### config.mk
export PLATFORM = sky130hd
export DESIGN_NAME = mem_arbiter
export DESIGN_NICKNAME = d
export VERILOG_FILES = /design/src/rtl/mem_arbiter.sv
export SDC_FILE = /design/constraint.sdc
export NUM_CORES = 1
export LEC_CHECK = 0
export ABC_AREA = 1
export CAP_MARGIN = 5
export CORE_AREA = 3 3 342 344
export DETAILED_ROUTE_END_ITERATION = 8
export DIE_AREA = 0 0 345 347
export PLACE_DENSITY = 0.3
export SETUP_SLACK_MARGIN = 0.3
export SLEW_MARGIN = 30
export SYNTH_ARGS = -nofsm -noshare
export SYNTH_HDL_FRONTEND = slang
export SYNTH_SLANG_ARGS = --single-unit
### constraint.sdc
create_clock -name clk -period 4.35 [get_ports clk]
set_input_delay 0.87 -clock clk [delete_from_list [all_inputs] [get_ports clk]]
set_output_delay 0.87 -clock clk [all_outputs]
set_load 0.005 [all_outputs]
### src/rtl/mem_arbiter.sv
// Two-client round-robin line arbiter in front of the memory model.
// Read responses come back in order, so a FIFO of client tags routes each one.
module mem_arbiter #(
  parameter int ADDR_WIDTH = 32,
  parameter int LINE_BYTES = 16,
  parameter int TAG_DEPTH  = 16
) (
  input  logic                          clk,
  input  logic                          rst,
  input  logic                          c0_req,
  input  logic                          c1_req,
  input  logic                          c0_we,
  input  logic                          c1_we,
  input  logic [ADDR_WIDTH-1:0]         c0_addr,
  input  logic [ADDR_WIDTH-1:0]         c1_addr,
  input  logic [LINE_BYTES*8-1:0]       c0_wdata,
  input  logic [LINE_BYTES*8-1:0]       c1_wdata,
  output logic                          c0_gnt,
  output logic                          c1_gnt,
  output logic                          c0_rvalid,
  output logic                          c1_rvalid,
  output logic [LINE_BYTES*8-1:0]       c0_rdata,
  output logic [LINE_BYTES*8-1:0]       c1_rdata,
  output logic                          mem_req,
  output logic                          mem_we,
  output logic [ADDR_WIDTH-1:0]         mem_addr,
  output logic [LINE_BYTES*8-1:0]       mem_wdata,
  input  logic                          mem_gnt,
  input  logic                          mem_rvalid,
  input  logic [LINE_BYTES*8-1:0]       mem_rdata,
  output logic [$clog2(TAG_DEPTH):0]    outstanding,
  output logic                          resp_err
);

  localparam int PW = $clog2(TAG_DEPTH);
  localparam int CW = PW + 1;
  localparam logic [CW-1:0] DEPTH = CW'(TAG_DEPTH);

  logic          prio;
  logic          tag_mem [TAG_DEPTH];
  logic [PW-1:0] rd_ptr;
  logic [PW-1:0] wr_ptr;
  logic [CW-1:0] count;

  logic c0_elig, c1_elig, sel_valid, sel, sel_we;
  logic grant, push, pop, empty, head;

  // Reads need a free tag slot; writes never produce a response so never wait.
  always_comb begin
    empty     = (count == '0);
    c0_elig   = !rst && c0_req && (c0_we || (count < DEPTH));
    c1_elig   = !rst && c1_req && (c1_we || (count < DEPTH));
    sel_valid = c0_elig || c1_elig;
    sel       = (c0_elig && c1_elig) ? prio : c1_elig;
    sel_we    = sel ? c1_we : c0_we;
    grant     = sel_valid && mem_gnt;
    push      = grant && !sel_we;
    pop       = !rst && mem_rvalid && !empty;
    head      = tag_mem[rd_ptr];
  end

  assign mem_req     = sel_valid;
  assign mem_we      = sel_valid && sel_we;
  assign mem_addr    = !sel_valid ? '0 : (sel ? c1_addr : c0_addr);
  assign mem_wdata   = !sel_valid ? '0 : (sel ? c1_wdata : c0_wdata);
  assign c0_gnt      = grant && !sel;
  assign c1_gnt      = grant && sel;
  assign c0_rvalid   = pop && !head;
  assign c1_rvalid   = pop && head;
  assign c0_rdata    = mem_rdata;
  assign c1_rdata    = mem_rdata;
  assign outstanding = count;

  // A response with no tag in flight is dropped and flagged until reset.
  always_ff @(posedge clk or posedge rst) begin
    if (rst) begin
      prio     <= 1'b0;
      rd_ptr   <= '0;
      wr_ptr   <= '0;
      count    <= '0;
      resp_err <= 1'b0;
    end else begin
      if (grant) prio <= ~sel;
      if (push) wr_ptr <= wr_ptr + PW'(1);
      if (pop) rd_ptr <= rd_ptr + PW'(1);
      if (push && !pop) count <= count + CW'(1);
      else if (pop && !push) count <= count - CW'(1);
      if (mem_rvalid && empty) resp_err <= 1'b1;
    end
  end

  always_ff @(posedge clk) begin
    if (push) tag_mem[wr_ptr] <= sel;
  end

endmodule

After elaboration in Yosys (flattened, before gate mapping)
Memory sizes are Yosys's and may differ from the RTL's.
Cells that the tools add are included.
Widths: inputs -> output; s select.

storage, ports and cells
  bits in registers = 15
  memories kept = 1
  word-level logic and storage cells = 51
  memory bits (writable) = 16
  output and inout bits = 428
  input port bits = 456

operators by class
  mux-type cells = 10
  add/sub/neg operators = 4
  $lt $le $gt $ge = 1
  bitwise operators = 1
  reductions and logical operators = 29

memory list
  memory   depth  width  rd ports  clocked after memory_dff  write ports  RTL line  text
  tag_mem  16     1      1         0                         1            40        logic tag_mem [TAG_DEPTH];

operators with widths
  cell                 number
  $mux 128             2
  $mux 32              2
  $logic_and 1x1->1    17
  $mux 5               2
  $add 4x1->4 const B  2
  $logic_not 1->1      7
  $add 5x1->5 const B  1
  $logic_not 5->1      1
  $lt 5x5->1 const B   1
  $sub 5x1->5 const B  1
  $mux 1               4
  $logic_or 1x1->1     3
  $reduce_bool 2->1    1
  $not 1->1            1

Depth between registers and ports, before layout
Gate-level depths: netlist of run 1.

  depth in word-level cells = 12
  gate-level depth with buffers = 19
  depth with buffers taken out = 18

Least setup slack after synthesis of run 1
Ideal clock, no wire load.

  path kind = input to register
  start point = input port rst
  end point = register count[4] (netlist: outstanding[4])
  path buffers = 1
  arrival time = 2937 ps
  setup time = 65 ps
  slack = 1348 ps
  stages = 18
  data required time = 4285 ps
  cell sequence = inv_2 -> nand3_1 -> inv_2 -> nand2_2 -> buf_6 -> nand2_2 -> nand2_4 -> nand2_2 -> inv_1 -> ha_1 -> inv_1 -> ha_1 -> nand2_1 -> nand2_1 -> a21oi_1 -> xor2_1 -> nand2_1 -> nand2_1

on the way
  word-level cells in the longest chain between the ends = 11
  elaborated cells between the ends (all ways) = 20
  classes of those cells = mux: 3; reduce/logical: 17

ends and longest elaborated chain
  what                                                       RTL line  text
  from (decl)                                                9         input logic rst,
  $logic_not 1->1 (no source line) *                         n/a
  $logic_and 1x1->1, on equally long branches (2 in series)  51, 52
  $logic_and 1x1->1                                          54        sel = (c0_elig && c1_elig) ? prio : c1_elig;
  $mux 1                                                     54
  $mux 1                                                     55        sel_we = sel ? c1_we : c0_we;
  $logic_not 1->1                                            57        push = grant && !sel_we;
  $logic_and 1x1->1 *                                        57
  named net push                                             46        logic grant, push, pop, empty, head;
  $logic_not 1->1                                            87        else if (pop && !push) count <= count - CW'(1);
  $logic_and 1x1->1                                          87
  $reduce_bool 2->1 (no source line)                         n/a
  to (signal assigned)                                       86        if (push && !pop) count <= count + CW'(1);
  to (signal assigned)                                       87
  to (decl)                                                  43        logic [CW-1:0] count;

The timed path passes the listed nets; every way through them passes the cells marked *.
A chain may end at the register's enable or synchronous reset.

Worst setup path after layout of run 1
  start point = input port c0_we
  end point = output port mem_wdata[40]

on the way
  word-level cells in the longest chain between the ends = 6
  elaborated cells between the ends (all ways) = 7
  classes of those cells = mux: 3; reduce/logical: 4

ends and longest elaborated chain
  what                 RTL line  text
  from (decl)          12        input logic c0_we,
  $logic_or 1x1->1 *   51        c0_elig = !rst && c0_req && (c0_we || (count < DEPTH));
  $logic_and 1x1->1 *  51
  $logic_and 1x1->1    54
  $mux 1               54
  $mux 128             65        assign mem_wdata = !sel_valid ? '0 : (sel ? c1_wdata : c0_wdata);
  $mux 128 *           65
  to (decl)            27        output logic [LINE_BYTES*8-1:0] mem_wdata,

Every way passes the cells marked *; elsewhere a longest branch is shown, timed or not.

==> impl_metrics.sql, run 1 <==
INSERT INTO impl_metrics (metric_group, metric, value, unit) VALUES
('outcome', 'status', 'finished clean', ''),
('power', 'p_sw', '0.00120', 'W'),
('die', 'design.core.area', '114000', 'sq um'),
('place', 'detailed_place_hpwl', '46.0', 'mm'),
('critical_path', 'r2r_end', 'outstanding[4]$_DFFE_PP0P_', ''),
('sta', 'max_slew_headroom_at_the_worst_pin', '0.749', ''),
('logic_synthesis', 'synthesis.area', '6000', 'sq um'),
('global_routing', 'top_usage_layer', 'met2', ''),
('place', 'placed_area', '11100', 'sq um'),
('critical_path', 'worstSetupStartpoint', 'c0_we', ''),
('cts', 'cts-buffers-inserted', '5', ''),
('critical_path', 'cp.required', '3.48', 'ns'),
('sta', 'layout_worst_path_cycle_share', '0.916', ''),
('global_routing', 'via_count_of_the_first_global_routing_pass', '7436', ''),
('power', 'cellPowerDensity', '240', 'nW/um^2'),
('sta', 'finalWorstPathRequiredPeriod', '3.98', 'ns'),
('critical_path', 'worst_ep_arrival_time', '3.12', 'ns'),
('global_routing', 'grt_util_met3', '0.0484', ''),
('route', 'postRouteWirelength', '57.0', 'mm'),
('cts', 'clk-insertion-delay-late', '0.27', 'ns'),
('route', 'vias', '7162', ''),
('power', 'vdd_drop_max', '134', 'uV'),
('critical_path', 'reg2regPathDepth', '18', ''),
('cts', 'clock_sinks', '31', ''),
('sta', 'final.setup.tns', '0', 'ns'),
('logic_synthesis', 'synth.net_count', '1465', ''),
('cts', 'clockBufferDepth', '2', ''),
('logic_synthesis', 'sequential_fraction_of_the_synthesis_area', '0.143', ''),
('critical_path', 'r2r-start', 'outstanding[4]$_DFFE_PP0P_', ''),
('sta', 'finalSetupViolations', '0', ''),
('cts', 'clkTransAtPathRegs', '0.05', 'ns'),
('sta', 'rsz0062_at_grt', 'true', ''),
('layout', 'area_growth_syn_to_layout', '96.1', '%'),
('global_routing', 'global_route_congestion_overflow_total', '0', ''),
('critical_path', 'worstSetupPathType', 'in2out', ''),
('sta', 'fin_worst_skew', '0.00576', 'ns'),
('critical_path', 'critical_path.max_fanout', '14', ''),
('power', 'power.internal', '0.00163', 'W'),
('place', 'number_of_buffers_added_on_ports', '499', ''),
('job', 'max_cap_check_violation_count', '0', ''),
('layout', 'fin_area', '11800', 'sq um'),
('critical_path', 'setup.reg_to_reg.worst_slack', '1.31', 'ns'),
('sta', 'timing_hold_violations_final', '0', ''),
('power', 'seq_power_share', '0.167', ''),
('sta', 'clock.fmax', '251', 'MHz'),
('critical_path', 'cp-end-kind', 'primary output', ''),
('global_routing', 'globalRouteMet1Util', '0.116', ''),
('logic_synthesis', 'yosys.cell_types.count', '25', ''),
('power', 'power.share.clock', '0.124', ''),
('logic_synthesis', 'ys.warnings.count', '0', ''),
('die', 'die_height', '347', 'um'),
('route', 'drtAntennaViolNets', '0', ''),
('logic_synthesis', 'synth.avg_cell_area', '6.01', 'sq um'),
('global_routing', 'grtUsageMet2', '0.116', ''),
('worst_hold_path', 'min_to', 'resp_err$_DFFE_PP0P_', ''),
('global_routing', 'grtUsageTotal', '0.0853', ''),
('logic_synthesis', 'synth.ff_latch_count', '31', ''),
('critical_path', 'worst_setup_path_start_kind', 'input port', ''),
('power', 'switching_share', '0.424', ''),
('sta', 'report.final.slew_viol_count', '0', ''),
('power', 'leakage', '4.70', 'nW'),
('power', 'power.share.combinational', '0.709', ''),
('die', 'placement_rows', '124', ''),
('worst_hold_path', 'min-delay-path-class', 'reg2reg', ''),
('cts', 'cts_root_buffer', 'clkbuf_16', ''),
('die', 'initial_utilization', '0.0526', ''),
('layout', 'design.final.nets', '1706', ''),
('die', 'ios', '884', ''),
('global_routing', 'antenna_found_initial', '8', ''),
('route', 'dr.first_iter.drc_count', '332', ''),
('route', 'drtPass1Iterations', '4', '');
registers in the layout (all words and copies together), names as in the netlist:
name / flops
tag_mem: 16
outstanding: 5
rd_ptr: 4
wr_ptr: 4
prio: 1
resp_err: 1
metal layers:
metal  up-vias  share of wire
met5         -         0.0060
met4        12          0.017
met3        74           0.12
met2       506           0.39
met1      3185           0.47
li1       3385              -
cell families (layout without fill, tap and decap cells):
kind of cell               count (synthesis)  in the layout  synth area share
DFF                                       31             31             0.143
other                                      0              5                 0
and+or+nand+nor                          592            592             0.416
AOI/OAI and AO/OA                         10             10           0.00876
buffers and inverters                    348            590             0.399
xor gates and xnor gates                   8              8            0.0117
adders and majority gates                 10             10            0.0221
power by group through the flow:
| stage | sequential, W | combinational [W] | clock (W) |
|---|---|---|---|
| floorplan | 0.000441 | 0.000875 | 0 |
| global placement | 0.000484 | 0.00192 | 0 |
| detailed placement | 0.000483 | 0.00190 | 0 |
| CTS | 0.000477 | 0.00201 | 0.000363 |
| global route | 0.000490 | 0.00221 | 0.000376 |
| finish | 0.000471 | 0.00200 | 0.000349 |
cell usage after synthesis (all sizes together):
library cell / number / area (sq um)
a21oi: 4 / 20.0
buf: 304 / 2230
clkbuf: 7 / 26.3
clkinv: 1 / 3.75
dfrtp: 15 / 375
edfxtp: 16 / 480
fa: 1 / 20.0
ha: 9 / 113
inv: 36 / 135
nand2: 375 / 1420
nand3: 187 / 951
nand4: 2 / 12.5
nor2: 28 / 108
o21ai: 5 / 25.0
o21bai: 1 / 7.51
xnor2: 1 / 8.76
xor2: 7 / 61.3
final cells by class:
cell class,count,area (sq um),share of cell area
Clock buffer,7,143,0.0121
Timing Repair Buffer,545,5920,0.503
Inverter,37,178,0.0151
Clock inverter,1,3.75,0.000319
Antenna cell,5,12.5,0.00106
Tap cell,1512,1890,0.161
Multi-Input combinational cell,620,2770,0.235
Sequential cell,31,856,0.0727
per-stage QoR:
step / worst slack, ns / util / instances / hold WS, ns
global route: 0.246 / 0.103 / 2753 / 0.524
CTS: 0.231 / 0.101 / 2743 / 0.494
finish: 0.365 / 0.103 / 2758 / 0.483
global placement: 0.140 / 0.0974 / 2724 / 0.474
floorplan: 1.35 / - / 999 / 0.468
detailed placement: 0.142 / 0.0974 / 2724 / 0.477
worst max path at each step:
stage | to | slack [ns] | cells after the start
after CTS | mem_wdata[26] | 0.23 | 8
after floorplan | outstanding[4]$_DFFE_PP0P_ | 1.35 | 18
after detailed placement | mem_wdata[80] | 0.14 | 9
final | mem_wdata[40] | 0.37 | 10
after global routing | mem_wdata[62] | 0.25 | 10
after global placement | mem_wdata[46] | 0.14 | 10
critical path, stage by stage:
cell	delay [ns]
clkdlybuf4s50_1	0.47
inv_1	0.06
nand2_1	0.07
nand4_1	0.23
nand2_8	0.24
buf_4	0.19
clkbuf_16	0.20
nand3_1	0.09
nand2_1	0.10
clkdlybuf4s50_1	0.55
placed cells by master (no fill, tap or decap), types with 7 or more instances in the layout:
master           count
buf_12              24
buf_16               9
buf_4               30
clkbuf_16            9
clkdlybuf4s50_1    467
dfrtp_1             15
edfxtp_1            16
ha_1                 9
inv_1               31
nand2_1            369
nand3_1            184
nor2_1              27
xor2_1               7
what timing repair did:
action | in CTS | in global routing
endpoints found under the hold margin | 0 | 0
endpoints found under the setup margin | 38 | 81
pin swaps | 1 | 1
hold buffers | 0 | 0
gates cloned | 5 | 6
buffers inserted | 6 | 4
gates resized for setup | 13 | 10
(Power assumes the default switching activity.)
==> run 2, diff against run 1 <==
--- a/config.mk
+++ b/config.mk
@@ -11,7 +11,6 @@
 export DETAILED_ROUTE_END_ITERATION = 8
 export DIE_AREA = 0 0 345 347
 export PLACE_DENSITY = 0.3
-export SETUP_SLACK_MARGIN = 0.3
 export SLEW_MARGIN = 30
 export SYNTH_ARGS = -nofsm -noshare
 export SYNTH_HDL_FRONTEND = slang
==> run 2 against run 1 <==
Net effect: clock skew about the same; global-route usage decreased by 0.41 points; final cell count decreased by 0.76%; sequential power about the same; worst hold slack unchanged; register-to-register slack improved by 0.19 ns; via count decreased by 2.6%.
==> impl_metrics.sql, run 2 (synthesized netlist as in run 1, its figures left out) <==
INSERT INTO impl_metrics (metric_group, metric, value, unit) VALUES
('global_routing', 'grt_first_pass_wirelength', '67.2', 'mm'),
('layout', 'design.final.nets', '1685', ''),
('critical_path', 'cp.required', '3.48', 'ns'),
('power', 'seq_power_share', '0.178', ''),
('global_routing', 'grt_max_degree', '75', ''),
('place', 'detailed_place_hpwl', '46.0', 'mm'),
('sta', 'finalSetupViolations', '0', ''),
('layout', 'largest_register_ff_count', '16', ''),
('cts', 'htreeDepth', '2', ''),
('route', 'drc_violations_left', '0', ''),
('sta', 'hold-worst-slack', '0.483', 'ns'),
('sta', 'timing_worst_slew_pin_value', '0.470', 'ns'),
('critical_path', 'worstSetupPathType', 'in2out', ''),
('critical_path', 'critical_path.max_fanout', '54', ''),
('cts', 'cts_hold_buf', '0', ''),
('critical_path', 'worst_path_largest_cell_delay', '0.59', 'ns'),
('layout', 'regArea', '856', 'sq um'),
('route', 'drtAntennaViolNets', '0', ''),
('worst_hold_path', 'min-delay-path-class', 'reg2reg', ''),
('cts', 'cts-buffers-inserted', '5', ''),
('outcome', 'status', 'finished clean', ''),
('sta', 'timing_hold_violations_final', '0', ''),
('sta', 'finalWorstPathRequiredPeriod', '4.19', 'ns'),
('sta', 'rsz0062_at_grt', 'false', ''),
('route', 'wl_per_cell', '19.0', 'um'),
('route', 'drtPass1Iterations', '7', ''),
('global_routing', 'via_count_of_the_first_global_routing_pass', '7326', ''),
('sta', 'max_slew_headroom_at_the_worst_pin', '0.687', ''),
('die', 'die_height', '347', 'um'),
('cts', 'post_cts.resized_instances', '0', ''),
('place', 'detailedPlace.worstSlack', '0.142', 'ns'),
('place', 'rd_place_congestion', '0.766', ''),
('layout', 'layout_common_cells', 'clkdlybuf4s50_1, nand2_1, nand3_1', ''),
('layout', 'fill_cells', '13448', ''),
('route', 'post_drt_via_cell_ratio', '2.55', ''),
('place', 'placed_area', '11100', 'sq um'),
('layout', 'mostFrequentLayoutCell', 'clkdlybuf4s50_1', ''),
('critical_path', 'worst_ep_arrival_time', '3.32', 'ns'),
('global_routing', 'grtUsageMet2', '0.110', ''),
('die', 'placement_rows', '124', ''),
('critical_path', 'r2r-start', 'outstanding[4]$_DFFE_PP0P_', ''),
('global_routing', 'globalRouteMet1Util', '0.108', ''),
('global_routing', 'grtUsageTotal', '0.0812', ''),
('die', 'die_w', '345', 'um'),
('route', 'postRouteWirelength', '51.9', 'mm'),
('cts', 'tritoncts', 'yes', ''),
('job', 'max_cap_check_violation_count', '0', ''),
('critical_path', 'worstPathCellList', 'clkdlybuf4s50_1 -> inv_1 -> nand2_1 -> nand3_1 -> inv_6 -> buf_12 -> buf_4 -> nand3_1 -> nand2_1 -> clkdlybuf4s50_1', ''),
('critical_path', 'highest_delay_cell_along_the_critical_path', 'clkdlybuf4s50_1', ''),
('cts', 'clock_sinks', '31', ''),
('power', 'post-layout-total-power', '0.00266', 'W'),
('route', 'vias', '6978', ''),
('sta', 'layout_worst_path_cycle_share', '0.963', ''),
('critical_path', 'cp-end-kind', 'primary output', ''),
('die', 'initial_utilization', '0.0526', ''),
('sta', 'final_ws_setup', '0.161', 'ns'),
('power', 'cellPowerDensity', '235', 'nW/um^2'),
('sta', 'fin_worst_skew', '0.00529', 'ns'),
('layout', 'multiInputGateArea', '2760', 'sq um'),
('power', 'switching_share', '0.423', ''),
('power', 'vdd_drop_max', '133', 'uV'),
('critical_path', 'reg2regPathDepth', '17', ''),
('sta', 'clock.fmax', '239', 'MHz'),
('layout', 'fin_area', '11300', 'sq um'),
('cts', 'cts_root_buffer', 'clkbuf_16', ''),
('layout', 'max_flop_register', 'tag_mem', ''),
('layout', 'share_of_layout_cells_above_drive_strength_1', '0.0582', ''),
('critical_path', 'setup.reg_to_reg.worst_slack', '1.50', 'ns'),
('power', 'power.share.combinational', '0.691', ''),
('cts', 'postCtsSetupBuffers', '0', ''),
('worst_hold_path', 'min_to', 'resp_err$_DFFE_PP0P_', ''),
('global_routing', 'top_usage_layer', 'met2', ''),
('worst_hold_path', 'hold_start', 'resp_err$_DFFE_PP0P_', ''),
('cts', 'clockBufferDepth', '2', ''),
('sta', 'final.setup.tns', '0', 'ns'),
('die', 'ios', '884', ''),
('power', 'p_sw', '0.00112', 'W'),
('power', 'leakage', '4.41', 'nW'),
('critical_path', 'worst_setup_path_start_kind', 'input port', ''),
('place', 'number_of_buffers_added_on_ports', '499', ''),
('die', 'design.core.area', '114000', 'sq um'),
('cts', 'clkTransAtPathRegs', '0.05', 'ns'),
('sta', 'report.final.slew_viol_count', '0', ''),
('global_routing', 'global_route_congestion_overflow_total', '0', ''),
('critical_path', 'r2r_end', 'outstanding[4]$_DFFE_PP0P_', ''),
('route', 'dr.first_iter.drc_count', '313', ''),
('cts', 'clk-insertion-delay-late', '0.27', 'ns'),
('power', 'power.internal', '0.00153', 'W'),
('global_routing', 'antenna_found_initial', '7', ''),
('die', 'die_area', '120000', 'sq um'),
('power', 'power.share.clock', '0.131', ''),
('global_routing', 'grt_util_met3', '0.0494', ''),
('worst_hold_path', 'whs_path_depth', '1', ''),
('layout', 'area_growth_syn_to_layout', '88.0', '%');
-- run 2: cell count changes in the layout (fill, tap and decap cells not counted), moves of 3 or more --
cell and change:
buf_16 -9, buf_4 -6, clkdlybuf4s50_1 +5, buf_12 +4, clkbuf_16 -4, bufbuf_16 -3
dlymetal6s2s_1 -3
-- run 2: metal layers --
layer | vias up | part of all wire | wire, um
li1 | 3330 | - | -
met2 | 504 | 0.38 | 19900
met3 | 75 | 0.14 | 7040
met4 | 12 | 0.019 | 975
met1 | 3057 | 0.46 | 23700
met5 | - | 0.0066 | 342
-- run 2: stage by stage --
stage | std cells | utilization
after detailed placement | 2724 | 0.0974
after floorplan | 999 | -
final | 2737 | 0.0988
after CTS | 2732 | 0.0987
after global routing | 2732 | 0.0987
after global placement | 2724 | 0.0974
-- run 2: power by group through the flow --
stage | clock, W | combinational [W] | sequential (W)
2_1_floorplan | 0 | 0.000875 | 0.000441
3_3_place_gp | 0 | 0.00192 | 0.000484
3_5_place_dp | 0 | 0.00190 | 0.000483
4_1_cts | 0.000363 | 0.00191 | 0.000477
5_1_grt | 0.000376 | 0.00204 | 0.000490
6_report | 0.000349 | 0.00184 | 0.000472
-- run 2: worst max-delay path by stage --
stage	end	from	slack, ns	cells after the start
2_1_floorplan	outstanding[4]$_DFFE_PP0P_	rst	1.35	18
3_3_place_gp	mem_wdata[46]	c0_we	0.14	10
3_5_place_dp	mem_wdata[80]	rst	0.14	9
4_1_cts	mem_wdata[80]	rst	0.14	9
5_1_grt	mem_wdata[46]	c0_we	0.07	10
6_report	mem_wdata[46]	c0_we	0.16	10
-- run 2: worst max-delay path, delay by kind of cell --
family / cells / cell delay [ns]
buffers and inverters: 6 / 1.84
and+or+nand+nor: 4 / 0.47
-- run 2: cell type report --
cell class,count,share of cell area
clock inverters,1,0.000333
diodes,5,0.00111
repair buffers,524,0.484
well taps,1512,0.168
clock buffers,7,0.0126
flip-flops and latches,31,0.0758
multi-input cells,620,0.245
inverters,37,0.0132
